File: src/rtl/wb_arb_pkg.sv
// Shared types and limits for the Wishbone RAM arbiter and its round-robin picker.
package wb_arb_pkg;
  localparam int MAX_MASTERS = 8;

  typedef enum logic {
    IDLE  = 1'b0,
    GRANT = 1'b1
  } wb_arb_state_e;
endpackage

File: src/rtl/wb_arb_rr_pick.sv
// Combinational round-robin picker: first requester at or after rr_ptr_i, wrapping modulo NUM_MASTERS.
module wb_arb_rr_pick #(
  parameter int NUM_MASTERS = 2,
  parameter int IDX_W       = (NUM_MASTERS > 1) ? $clog2(NUM_MASTERS) : 1
) (
  input  logic [NUM_MASTERS-1:0] req_i,
  input  logic [IDX_W-1:0]       rr_ptr_i,
  output logic                   valid_o,
  output logic [IDX_W-1:0]       idx_o
);

  logic [IDX_W:0] sum;

  // Scan from the farthest offset down so the nearest requester overwrites last.
  always_comb begin
    valid_o = |req_i;
    idx_o   = '0;
    sum     = '0;
    for (int i = NUM_MASTERS - 1; i >= 0; i--) begin
      sum = {1'b0, rr_ptr_i} + (IDX_W+1)'(i);
      if (sum >= (IDX_W+1)'(NUM_MASTERS)) begin
        sum = sum - (IDX_W+1)'(NUM_MASTERS);
      end
      if (req_i[sum[IDX_W-1:0]]) begin
        idx_o = sum[IDX_W-1:0];
      end
    end
  end

endmodule

File: src/rtl/wb_ram_arbiter.sv
// Round-robin Wishbone classic arbiter sharing one wb_ram slave; grant held for the owner's whole cyc.
// Define WB_ARB_TIMEOUT_EN to build the stalled-strobe timeout that pulses m_err_o.
module wb_ram_arbiter
  import wb_arb_pkg::*;
#(
  parameter int NUM_MASTERS = 2,
  parameter int ADDR_WIDTH  = 32,
  parameter int DATA_WIDTH  = 32,
  parameter int SEL_WIDTH   = 4,
  parameter int TIMEOUT     = 255
) (
  input  logic                              wb_clk_i,
  input  logic                              wb_rst_i,
  input  logic [NUM_MASTERS*ADDR_WIDTH-1:0] m_adr_i,
  input  logic [NUM_MASTERS*DATA_WIDTH-1:0] m_dat_i,
  input  logic [NUM_MASTERS*SEL_WIDTH-1:0]  m_sel_i,
  input  logic [NUM_MASTERS-1:0]            m_we_i,
  input  logic [NUM_MASTERS-1:0]            m_cyc_i,
  input  logic [NUM_MASTERS-1:0]            m_stb_i,
  output logic [NUM_MASTERS-1:0]            m_ack_o,
  output logic [NUM_MASTERS-1:0]            m_err_o,
  output logic [NUM_MASTERS*DATA_WIDTH-1:0] m_dat_o,
  output logic [ADDR_WIDTH-1:0]             s_adr_o,
  output logic [DATA_WIDTH-1:0]             s_dat_o,
  output logic [SEL_WIDTH-1:0]              s_sel_o,
  output logic                              s_we_o,
  output logic                              s_cyc_o,
  output logic                              s_stb_o,
  input  logic                              s_ack_i,
  input  logic [DATA_WIDTH-1:0]             s_dat_i
);

  localparam int IDX_W = (NUM_MASTERS > 1) ? $clog2(NUM_MASTERS) : 1;

  if (NUM_MASTERS < 2 || NUM_MASTERS > MAX_MASTERS) begin : g_bad_num_masters
    $error("wb_ram_arbiter: NUM_MASTERS must be 2..8");
  end
  if (TIMEOUT < 1) begin : g_bad_timeout
    $error("wb_ram_arbiter: TIMEOUT must be at least 1");
  end

  wb_arb_state_e    state_q, state_d;
  logic [IDX_W-1:0] grant_q, grant_d;
  logic [IDX_W-1:0] rr_ptr_q, rr_ptr_d;
  logic             pick_vld;
  logic [IDX_W-1:0] pick_idx;

  logic [ADDR_WIDTH-1:0] adr_a [NUM_MASTERS];
  logic [DATA_WIDTH-1:0] dat_a [NUM_MASTERS];
  logic [SEL_WIDTH-1:0]  sel_a [NUM_MASTERS];

  for (genvar k = 0; k < NUM_MASTERS; k++) begin : g_split
    assign adr_a[k] = m_adr_i[k*ADDR_WIDTH +: ADDR_WIDTH];
    assign dat_a[k] = m_dat_i[k*DATA_WIDTH +: DATA_WIDTH];
    assign sel_a[k] = m_sel_i[k*SEL_WIDTH +: SEL_WIDTH];
  end

  wb_arb_rr_pick #(
    .NUM_MASTERS (NUM_MASTERS),
    .IDX_W       (IDX_W)
  ) u_pick (
    .req_i    (m_cyc_i & m_stb_i),
    .rr_ptr_i (rr_ptr_q),
    .valid_o  (pick_vld),
    .idx_o    (pick_idx)
  );

  always_ff @(posedge wb_clk_i) begin
    if (wb_rst_i) begin
      state_q  <= IDLE;
      grant_q  <= '0;
      rr_ptr_q <= '0;
    end else begin
      state_q  <= state_d;
      grant_q  <= grant_d;
      rr_ptr_q <= rr_ptr_d;
    end
  end

  always_comb begin
    state_d  = state_q;
    grant_d  = grant_q;
    rr_ptr_d = rr_ptr_q;
    case (state_q)
      IDLE: begin
        if (pick_vld) begin
          state_d = GRANT;
          grant_d = pick_idx;
        end
      end
      GRANT: begin
        if (!m_cyc_i[grant_q]) begin
          state_d  = IDLE;
          rr_ptr_d = (grant_q == IDX_W'(NUM_MASTERS - 1)) ? '0 : grant_q + IDX_W'(1);
        end
      end
      default: state_d = IDLE;
    endcase
  end

  // IDLE drives nothing and swallows any late slave ack.
  always_comb begin
    s_adr_o = '0;
    s_dat_o = '0;
    s_sel_o = '0;
    s_we_o  = 1'b0;
    s_cyc_o = 1'b0;
    s_stb_o = 1'b0;
    m_ack_o = '0;
    if (state_q == GRANT) begin
      s_adr_o          = adr_a[grant_q];
      s_dat_o          = dat_a[grant_q];
      s_sel_o          = sel_a[grant_q];
      s_we_o           = m_we_i[grant_q];
      s_cyc_o          = m_cyc_i[grant_q];
      s_stb_o          = m_stb_i[grant_q];
      m_ack_o[grant_q] = s_ack_i;
    end
  end

  assign m_dat_o = {NUM_MASTERS{s_dat_i}};

`ifdef WB_ARB_TIMEOUT_EN
  localparam int CNT_W = $clog2(TIMEOUT + 1);

  logic [CNT_W-1:0] cnt_q, cnt_d;
  logic             stalled;
  logic             to_hit;

  assign stalled = (state_q == GRANT) && s_stb_o && !s_ack_i;
  assign to_hit  = stalled && (cnt_q == CNT_W'(TIMEOUT));

  always_comb begin
    cnt_d = '0;
    if (stalled && !to_hit) begin
      cnt_d = cnt_q + CNT_W'(1);
    end
  end

  always_ff @(posedge wb_clk_i) begin
    if (wb_rst_i) begin
      cnt_q <= '0;
    end else begin
      cnt_q <= cnt_d;
    end
  end

  always_comb begin
    m_err_o = '0;
    if (to_hit) begin
      m_err_o[grant_q] = 1'b1;
    end
  end
`else
  assign m_err_o = '0;
`endif

endmodule

File: config.mk
export PLATFORM = sky130hd
export DESIGN_NAME = wb_ram_arbiter
export DESIGN_NICKNAME = d
export VERILOG_FILES = /design/src/rtl/wb_arb_pkg.sv /design/src/rtl/wb_arb_rr_pick.sv /design/src/rtl/wb_ram_arbiter.sv
export SDC_FILE = /design/constraint.sdc
export NUM_CORES = 1
export LEC_CHECK = 0
export BUFFER_PORTS_ARGS = -buffer_cell sky130_fd_sc_hd__buf_2
export CORE_AREA = 2 2 122 124
export CTS_CLUSTER_DIAMETER = 200
export DETAILED_ROUTE_END_ITERATION = 8
export DIE_AREA = 0 0 124 126
export MAX_ROUTING_LAYER = met4
export PLACE_DENSITY = 0.5
export SLEW_MARGIN = 10
export SYNTH_ARGS = -nofsm -noshare
export SYNTH_HDL_FRONTEND = slang
export SYNTH_HIERARCHICAL = 1
export SYNTH_SLANG_ARGS = --single-unit
File: constraint.sdc
create_clock -name wb_clk_i -period 1.1 [get_ports wb_clk_i]
set_clock_uncertainty 0.1 [all_clocks]
set_input_delay 0.165 -clock wb_clk_i [delete_from_list [all_inputs] [get_ports wb_clk_i]]
set_output_delay 0.165 -clock wb_clk_i [all_outputs]
set_load 0.01 [all_outputs]
==> implementation parameters, run 1 <==
Parameter                              Value

Worst setup path
  Type of element capturing the critical path    output port
  Worst reg2reg path depth    6
  Gate family responsible for the most delay along the worst path    buffers and inverters
  End of the worst register-to-register path    state_q$_SDFF_PP0_
  Setup crit start kind    flop
  Buf/Inv on CP    3
  WP data required    830 ps
  Slowest stage delay, CP    about 370 ps
  Slowest cell on the critical path    sky130_fd_sc_hd__dfxtp_4
  Worst setup slack for register-to-register paths    -300 ps
  Data arrival time of the critical path    ~1300 ps
  Beginning of the worst register-to-register path    grant_q$_SDFFE_PP0P_
  Total number of cells along the worst setup path    5
  Critical Path, Cell by Cell    buf_12 -> buf_16 -> mux2i_2 -> nor2_1 -> buf_2
  Critical path fanouts, max    11
  Worst Path Class, Setup    flop to output port

CTS
  Worst-path clk slew    30 ps
  CTS root buf    sky130_fd_sc_hd__clkbuf_16
  Clock latency on the worst-skew pair    230 ps
  CTS sink cnt    3
  Max H-tree Level    1
  Inserted Clock Buffers    3
  Maximum number of buffers from clock root to sink    2
  Clock tree from TritonCTS    yes

Route
  Final antenna-violating net count    0
  DRC Markers    0
  DR vias    about 2200
  Total iterations of the first detailed-routing run    4
  Post-DR vias/cell    3.630
  Routed wire length    7.508 mm
  Initial DRC Count    71
  Routed wire length per instance    12.47 µm

GRT
  Total GRT Usage    just under 9%
  Wire length of the first global-routing pass    10.41 mm
  Number of global-route vias before repair    2149
  Initial antenna violation count    0
  Pin count of the biggest net entering global routing    29
  GR Overflow Total    0

Cells and area
  Most frequent standard cell in the layout excluding fill and tap cells    sky130_fd_sc_hd__buf_2
  Layout-stage area growth over the synthesis result    69.60%
  Top library cells by usage in the layout, fill and taps aside    sky130_fd_sc_hd__buf_2, sky130_fd_sc_hd__nor2_1, sky130_fd_sc_hd__mux2i_1
  Layout Utilization    21.60%
  Count of inserted antenna diode cells    0
  Final-stage net count    596
  Share of final-layout standard cells stronger than drive strength 1    65.07%

Floorplan
  Core ar.    between 10000 and 15000 µm²
  DIE WIDTH    ~120 µm
  Die Footprint    15620 µm²
  Number of standard-cell rows in the floorplan    44
  Vertical die dimension    126 µm
  Top-level I/O count    around 320
  Initial cell density of the core    12.74%

Timing
  RSZ-0062 raised after global routing    yes
  Fin. Hold Viols    0
  Total Negative Setup Slacks    -29990 ps
  Clock period minus final worst setup slack    1593 ps
  Final Worst Setup Slack    -492.5 ps
  Achievable clock frequency    627.9 MHz
  Hold Slack    23.23 ps
  Final number of max-transition violations    0
  Share of the clock period used by the worst path after layout    144.8%
  Final Setup Violations    between 70 and 80

Logic synthesis
  Share of the yosys chip area belonging to registers    3.294%
  Mapped cell area    about 1800 µm²
  Synth unique cells    20
  Area share of the largest cell type after synthesis    39.53%
  Cell type with the highest aggregate area in the netlist    sky130_fd_sc_hd__mux2i_1
  Post-synthesis register bit count    3
  Warnings, synthesis    6
  Per-instance average area after synthesis    7.441 µm²
  Cell types occupying the most area after synthesis    sky130_fd_sc_hd__mux2i_1, sky130_fd_sc_hd__buf_4, sky130_fd_sc_hd__nor2_1, sky130_fd_sc_hd__buf_12, sky130_fd_sc_hd__dfxtp_1
  Gate count after technology mapping    between 200 and 250

Placed design
  Routability congestion estimate    around 0.8
  Quantity of I/O buffers inserted on ports    217
  HPWL reported at the end of detailed placement    approximately 6.3 mm

Power and ir drop
  Max rail drop VDD    382.9 µV
  Static leakage    0.001603 µW
  Total power per unit cell area    596.2 nW/µm²

Run
  Count of max-cap constraint violations    0

Hold path
  Hold depth    2
  Type of the worst min-delay path    primary input to flop
  Worst min-delay path endpoint    rr_ptr_q$_SDFFE_PP0P_
  Start point of the worst hold path    wb_rst_i

Outcome
  Failing checks    setup timing
  Result of the run    finished, violations left
-- power breakdown --
part / switching (µW) / leakage (µW) / internal, µW
clock network: 115 / 0.0000382 / 480
registers: 12.9 / 0.0000261 / 118
logic: 496 / 0.00154 / 621
total: 624 / 0.00160 / 1220
-- state kept, by name (all words and copies together) (netlist names) --
name	cells
grant_q	1
rr_ptr_q	1
state_q	1
-- Yosys cell counts --
cell type,number
sky130_fd_sc_hd__and2_1,2
sky130_fd_sc_hd__inv_2,1
sky130_fd_sc_hd__buf_12,7
sky130_fd_sc_hd__mux2i_1,72
sky130_fd_sc_hd__nor2_1,73
sky130_fd_sc_hd__a21boi_1,1
sky130_fd_sc_hd__nand2_1,1
sky130_fd_sc_hd__a21oi_1,1
sky130_fd_sc_hd__or2_1,1
sky130_fd_sc_hd__inv_1,1
sky130_fd_sc_hd__and3_1,1
sky130_fd_sc_hd__buf_6,1
sky130_fd_sc_hd__clkbuf_1,7
sky130_fd_sc_hd__nor2b_1,2
sky130_fd_sc_hd__conb_1,1
sky130_fd_sc_hd__dfxtp_1,3
sky130_fd_sc_hd__buf_4,67
sky130_fd_sc_hd__o21bai_1,1
sky130_fd_sc_hd__o21ai_0,1
sky130_fd_sc_hd__o21ba_1,1
-- layer usage --
layer	part of all wire (%)	GRT usage [%]	vias to the layer above
li1	-	-	1078
met1	32	7.621	934
met2	55	18.49	158
met3	11	1.721	15
met4	1.4	2.578	0
met5	0	-	-
-- final cells by class --
type	count	area [µm²]
sequential	3	67.56
tap	184	230.2
fill	1641	11220
inverter	2	15.01
clock buffer	4	78.83
timing repair buffer	250	1534
multi-input combinational	159	1166
-- what timing repair did --
action | 4_1_cts | 5_1_grt
pin swaps | 0 | 0
cloned | 2 | 1
resized for setup | 16 | 26
setup endpoints to repair | 75 | 76
setup buffers | 2 | 2
hold buffers | 0 | 0
-- cells by family (layout without fill, tap and decap cells) --
logic type,Yosys count,count (layout),synth area share (%)
buffers and inverters,84,256,37.75
AND/OR/NAND/NOR,80,80,17.30
flip-flops,3,3,3.295
multiplexers,72,72,39.53
other,1,2,0.2057
AO/OA/AOI/OAI,5,5,1.922
-- per-stage QoR --
step                      worst slack [ps]  cell area, µm²  instances  power (µW)
after global routing                -559.0            3092        602        1974
after detailed placement            -250.6            2764        592        1132
after CTS                           -490.5            2972        600        1816
after global placement              -245.8            2764        592        1136
final                               -492.5            3092        602        1843
after floorplan                     -125.2            1834        246       838.2
-- how the worst max path moves through the flow --
stage	startpoint	to	slack [ps]
6_report	grant_q$_SDFFE_PP0P_	s_dat_o[4]	-490
5_1_grt	grant_q$_SDFFE_PP0P_	s_dat_o[4]	-560
4_1_cts	grant_q$_SDFFE_PP0P_	s_dat_o[6]	-490
3_5_place_dp	grant_q$_SDFFE_PP0P_	s_dat_o[6]	-250
3_3_place_gp	grant_q$_SDFFE_PP0P_	s_dat_o[4]	-250
2_1_floorplan	grant_q$_SDFFE_PP0P_	s_adr_o[0]	-130
Note: power is estimated with default switching activity, not from simulation.
==> run 2: changes to the inputs <==
--- a/config.mk
+++ b/config.mk
@@ -6,12 +6,12 @@
 export NUM_CORES = 1
 export LEC_CHECK = 0
 export BUFFER_PORTS_ARGS = -buffer_cell sky130_fd_sc_hd__buf_2
-export CORE_AREA = 2 2 122 124
+export CORE_AREA = 2 2 121 123
 export CTS_CLUSTER_DIAMETER = 200
 export DETAILED_ROUTE_END_ITERATION = 8
-export DIE_AREA = 0 0 124 126
+export DIE_AREA = 0 0 123 125
 export MAX_ROUTING_LAYER = met4
-export PLACE_DENSITY = 0.5
+export PLACE_DENSITY = 0.49
 export SLEW_MARGIN = 10
 export SYNTH_ARGS = -nofsm -noshare
 export SYNTH_HDL_FRONTEND = slang
==> constraint.sdc (replaced) <==
create_clock -name wb_clk_i -period 2 [get_ports wb_clk_i]
set_clock_uncertainty 0.1 [all_clocks]
set_input_delay 0.3 -clock wb_clk_i [delete_from_list [all_inputs] [get_ports wb_clk_i]]
set_output_delay 0.3 -clock wb_clk_i [all_outputs]
set_load 0.01 [all_outputs]
==> run 2 against run 1 <==
  * The run now ends clean
  * Register-to-register slack improved by 990 ps
  * Sequential power decreased by 46%
  * Wire length increased by 1.7%
  * Final cell count decreased by 4.0%
  * Count of clock-buffer cells in the layout unchanged
  * Setup slack improved by 720 ps
  * Combinational power decreased by 55%
  * Critical path depth decreased by 1
  * Design area decreased by 13%
  * Largest cell class unchanged
  * Largest power group unchanged
==> implementation parameters, run 2 (synthesized netlist as in run 1, its figures left out) <==
Parameter                              Value

Placed design
  HPWL reported at the end of detailed placement    6.231 mm
  Quantity of I/O buffers inserted on ports    217
  Routability congestion estimate    a little over 0.7
  Placed instance count    570
  Pre-CTS setup slack    163.4 ps
  Post-Place Cell Area    2541 µm²

Timing
  Total Negative Setup Slacks    0 ps
  Achievable clock frequency    564.4 MHz
  Clock period minus final worst setup slack    1772 ps
  RSZ-0062 raised after global routing    no
  Share of the clock period used by the worst path after layout    just under 90%
  Fin. Hold Viols    0
  Final Worst Setup Slack    228.2 ps
  Final number of max-transition violations    0
  Final Setup Violations    0

Cells and area
  Top library cells by usage in the layout, fill and taps aside    sky130_fd_sc_hd__buf_2, sky130_fd_sc_hd__nor2_1, sky130_fd_sc_hd__mux2i_1
  Final cell area excluding filler cells    2690 µm²
  Final-stage net count    between 500 and 600
  Count of inserted antenna diode cells    0
  Fill count    1661
  Non-filler instance count after layout    578
  Most frequent standard cell in the layout excluding fill and tap cells    sky130_fd_sc_hd__buf_2
  Layout Utilization    about a fifth
  Registers with the most flip-flops    grant_q (1), rr_ptr_q (1), state_q (1)
  Layout-stage area growth over the synthesis result    47.56%
  Share of final-layout standard cells stronger than drive strength 1    59.14%

Route
  Routed wire length per instance    13.21 µm
  Total iterations of the first detailed-routing run    4
  Initial DRC Count    26
  Post-DR vias/cell    3.625
  Routed wire length    7.638 mm
  Final antenna-violating net count    0
  DRC Markers    0
  DR vias    2095

Worst setup path
  Critical path fanouts, max    20
  Gate family responsible for the most delay along the worst path    buffers and inverters
  Slowest stage delay, CP    390 ps
  Worst Path Class, Setup    flop to output port
  Slowest cell on the critical path    sky130_fd_sc_hd__dfxtp_4
  Critical Path, Cell by Cell    bufbuf_16 -> mux2i_1 -> nor2_1 -> buf_2
  Type of element capturing the critical path    output port
  Setup crit start kind    flop
  Buf/Inv on CP    2
  Data arrival time of the critical path    1370 ps
  Total number of cells along the worst setup path    4
  Worst reg2reg path depth    4
  WP data required    1600 ps

GRT
  Wire length of the first global-routing pass    9.984 mm
  GR Overflow Total    0
  Total GRT Usage    just under 9%
  Pin count of the biggest net entering global routing    44
  Initial antenna violation count    0
  Number of global-route vias before repair    2014

CTS
  CTS root buf    sky130_fd_sc_hd__clkbuf_16
  Maximum number of buffers from clock root to sink    2
  Worst-path clk slew    30 ps
  Clock latency on the worst-skew pair    230 ps
  CTS sink cnt    3
  Clock tree from TritonCTS    yes
  Hold-fix buffers, CTS    0
  Inserted Clock Buffers    3
  Max H-tree Level    1

Hold path
  Type of the worst min-delay path    primary input to flop
  Hold depth    2

Floorplan
  Top-level I/O count    around 320
  Initial cell density of the core    12.83%
  Number of standard-cell rows in the floorplan    44
  DIE WIDTH    123 µm
  Die Footprint    15380 µm²
  Core ar.    14200 µm²
  Vertical die dimension    125 µm

Run
  Count of max-cap constraint violations    0

Power and ir drop
  Max rail drop VDD    197.4 µV
  Total power per unit cell area    333.9 nW/µm²
  Static leakage    0.001415 µW

Outcome
  Result of the run    completed
[run 2: cell types whose count changed in the layout (fill, tap and decap cells not counted), sizes merged]
cell    change
clkbuf      -1
buf        -24
bufbuf      +1
[run 2: metal layers]
metal / routed length, µm / up-vias / track usage (%) / share of wire [%]
met5: 0 / - / - / 0
met4: 129 / 0 / 2.473 / 1.7
met3: 945 / 16 / 1.779 / 12
met2: 4037 / 180 / 18.07 / 53
met1: 2525 / 873 / 7.610 / 33
li1: - / 1026 / - / -
[run 2: report_power, final]
part | internal [µW] | switching (µW)
clock network | 263 | 57.8
registers | 65.1 | 6.11
logic | 263 | 243
total | 592 | 307
[run 2: area by class of cell]
cell class	instances	area, µm²	area share [%]
repair buffers	226	1224	45.49
multi-input cells	159	1086	40.37
well taps	184	230.2	8.558
clock buffers	4	78.83	2.930
flip-flops and latches	3	63.81	2.372
inverters	2	7.507	0.2791
[run 2: worst paths after layout]
check / slack [ps] / to / from
worst min register to register: 390 / rr_ptr_q$_SDFFE_PP0P_ / rr_ptr_q$_SDFFE_PP0P_
worst max-delay path: 230 / s_dat_o[20] / grant_q$_SDFFE_PP0P_
worst min-delay path: 160 / grant_q$_SDFFE_PP0P_ / wb_rst_i
worst max register to register: 690 / state_q$_SDFF_PP0_ / grant_q$_SDFFE_PP0P_
[run 2: timing repair]
item | in CTS | in global routing
resized for setup | 3 | 0
endpoints found under the setup margin | 4 | 11
cloned | 1 | 0
setup buffers | 0 | 3
endpoints found under the hold margin | 0 | 0
[run 2: per-stage QoR]
step	hold WS [ps]	power [µW]
2_1_floorplan	269.1	460.2
3_3_place_gp	388.6	568.7
3_5_place_dp	382.5	570.7
4_1_cts	161.2	912.7
5_1_grt	180.5	971.7
6_report	159.8	898.1
==> run 3: changes to the inputs <==
--- a/config.mk
+++ b/config.mk
@@ -6,12 +6,12 @@
 export NUM_CORES = 1
 export LEC_CHECK = 0
 export BUFFER_PORTS_ARGS = -buffer_cell sky130_fd_sc_hd__buf_2
-export CORE_AREA = 2 2 121 123
+export CORE_AREA = 2 2 122 124
 export CTS_CLUSTER_DIAMETER = 200
 export DETAILED_ROUTE_END_ITERATION = 8
-export DIE_AREA = 0 0 123 125
+export DIE_AREA = 0 0 124 126
 export MAX_ROUTING_LAYER = met4
-export PLACE_DENSITY = 0.49
+export PLACE_DENSITY = 0.48
 export SLEW_MARGIN = 10
 export SYNTH_ARGS = -nofsm -noshare
 export SYNTH_HDL_FRONTEND = slang
==> constraint.sdc (replaced) <==
create_clock -name wb_clk_i -period 1.65 [get_ports wb_clk_i]
set_clock_uncertainty 0.1 [all_clocks]
set_input_delay 0.2475 -clock wb_clk_i [delete_from_list [all_inputs] [get_ports wb_clk_i]]
set_output_delay 0.2475 -clock wb_clk_i [all_outputs]
set_load 0.01 [all_outputs]
==> run 3 against run 2 <==
  * The flow now finishes with violations (setup timing)
  * Wire length rose by 0.54%
  * Worst hold slack got worse by 50 ps
  * Register-to-register slack got worse by 390 ps
  * Sequential power rose by 19%
  * Critical path type unchanged
  * Critical endpoint is now s_dat_o[29]
  * Highest routed layer unchanged
==> implementation parameters, run 3 (synthesized netlist as in run 1, its figures left out) <==
Parameter                              Value

Outcome
  Result of the run    finished, violations left
  Failing checks    setup timing

Cells and area
  Multi-input combinational cell area    1172 µm²
  Final cell area excluding filler cells    3003 µm²
  Area used by sequential logic in the layout    63.81 µm²
  Fill count    1633
  Count of inserted antenna diode cells    0
  Top library cells by usage in the layout, fill and taps aside    sky130_fd_sc_hd__buf_2, sky130_fd_sc_hd__nor2_1, sky130_fd_sc_hd__mux2i_1
  Layout-stage area growth over the synthesis result    64.72%
  Non-filler instance count after layout    592
  Most frequent standard cell in the layout excluding fill and tap cells    sky130_fd_sc_hd__buf_2
  Share of final-layout standard cells stronger than drive strength 1    ~63%
  Registers with the most flip-flops    grant_q (1), rr_ptr_q (1), state_q (1)
  Final-stage net count    586

GRT
  GR Overflow Total    0
  Number of global-route vias before repair    1946
  Wire length of the first global-routing pass    about 9.4 mm
  Initial antenna violation count    0
  Pin count of the biggest net entering global routing    39
  Total GRT Usage    8.059%

Worst setup path
  Slowest stage delay, CP    390 ps
  Data arrival time of the critical path    between 1000 and 1500 ps
  Slowest cell on the critical path    sky130_fd_sc_hd__dfxtp_4
  Gate family responsible for the most delay along the worst path    buffers and inverters
  Setup crit start kind    flop
  Critical Path, Cell by Cell    buf_8 -> clkbuf_16 -> mux2i_1 -> nor2_1 -> buf_2
  Worst reg2reg path depth    5
  Worst setup slack for register-to-register paths    300 ps
  WP data required    1300 ps
  Beginning of the worst register-to-register path    grant_q$_SDFFE_PP0P_
  Critical path fanouts, max    8
  Type of element capturing the critical path    output port
  Worst Path Class, Setup    flop to output port
  End of the worst register-to-register path    state_q$_SDFF_PP0_
  Buf/Inv on CP    3

Timing
  Clock period minus final worst setup slack    about 1700 ps
  Fin. Hold Viols    0
  Achievable clock frequency    593.1 MHz
  Share of the clock period used by the worst path after layout    102.2%
  Final Setup Violations    15
  Total Negative Setup Slacks    -212.3 ps
  Final Worst Setup Slack    -35.96 ps
  RSZ-0062 raised after global routing    yes
  Final number of max-transition violations    0

Floorplan
  Initial cell density of the core    between 10% and 20%
  Number of standard-cell rows in the floorplan    44
  Core ar.    14310 µm²
  Die Footprint    15620 µm²
  DIE WIDTH    124 µm
  Top-level I/O count    316
  Vertical die dimension    126 µm

CTS
  Max H-tree Level    1
  Inserted Clock Buffers    3
  Maximum number of buffers from clock root to sink    2
  Clock tree from TritonCTS    yes
  CTS sink cnt    3
  CTS root buf    sky130_fd_sc_hd__clkbuf_16
  Worst-path clk slew    30 ps
  Hold-fix buffers, CTS    0
  Clock latency on the worst-skew pair    approximately 220 ps

Route
  Routed wire length per instance    12.97 µm
  DRC Markers    0
  Total iterations of the first detailed-routing run    4
  Routed wire length    ~7.7 mm
  Final antenna-violating net count    0
  Initial DRC Count    64
  Post-DR vias/cell    3.664
  DR vias    2169

Placed design
  Quantity of I/O buffers inserted on ports    about 220
  Routability congestion estimate    about 0.75
  Pre-CTS setup slack    80.94 ps
  HPWL reported at the end of detailed placement    between 5 and 6 mm
  Post-Place Cell Area    2561 µm²
  Placed instance count    571

Run
  Count of max-cap constraint violations    0

Power and ir drop
  Final Power    1166 µW
  Total power per unit cell area    388.4 nW/µm²
  Max rail drop VDD    207.4 µV
  Static leakage    0.001546 µW

Hold path
  Start point of the worst hold path    wb_rst_i
  Type of the worst min-delay path    primary input to flop
  Hold depth    2
  Worst min-delay path endpoint    rr_ptr_q$_SDFFE_PP0P_
## run 3: cell count changes in the layout (fill, tap and decap cells not counted), moves of 2 or more
cell | previous run | this run
sky130_fd_sc_hd__mux2i_2 | 2 | 5
sky130_fd_sc_hd__buf_16 | 1 | 3
sky130_fd_sc_hd__buf_4 | 5 | 10
sky130_fd_sc_hd__buf_12 | 2 | 4
sky130_fd_sc_hd__mux2i_1 | 70 | 61
sky130_fd_sc_hd__clkbuf_16 | 3 | 7
sky130_fd_sc_hd__mux2i_4 | 0 | 6
## run 3: worst max path at each step
stage	from	to	slack [ps]	cells past startpoint
3_5_place_dp	grant_q$_SDFFE_PP0P_	s_dat_o[27]	80	4
2_1_floorplan	grant_q$_SDFFE_PP0P_	s_adr_o[0]	340	5
6_report	grant_q$_SDFFE_PP0P_	s_dat_o[29]	-40	5
5_1_grt	grant_q$_SDFFE_PP0P_	s_dat_o[29]	-100	5
4_1_cts	grant_q$_SDFFE_PP0P_	s_dat_o[10]	-80	4
3_3_place_gp	grant_q$_SDFFE_PP0P_	s_dat_o[27]	60	4
## run 3: power breakdown
part           switching, µW  leakage (µW)  internal (µW)
Sequential              5.91     0.0000255           78.9
Combinational            319       0.00148            376
Clock                   68.0     0.0000382            319
## run 3: layout make-up
class / instances / area share (%)
repair buffers: 240 / 48.29
clock buffers: 4 / 2.625
well taps: 184 / 7.667
multi-input cells: 159 / 39.04
inverters: 2 / 0.2500
flip-flops and latches: 3 / 2.125
## run 3: metal layers
metal	routed length, µm	part of all wire, %	global-route usage (%)	vias to the layer above
met2	4145	54	16.03	164
met1	2637	34	7.627	937
met3	771	10	1.359	9
li1	-	-	-	1059
met5	0	0	-	-
met4	125	1.6	2.578	0
## run 3: timing repair
item / CTS / global route
pin swaps: 0 / 4
resized for setup: 6 / 23
buffers inserted: 6 / 5
gates cloned: 1 / 5
endpoints found under the setup margin: 9 / 63
## run 3: per-stage QoR
stage	hold WS (ps)	utilization (%)
5_1_grt	117.9	20.98
3_5_place_dp	337.0	17.89
2_1_floorplan	216.6	-
4_1_cts	105.3	19.23
3_3_place_gp	339.1	17.89
6_report	109.7	20.98
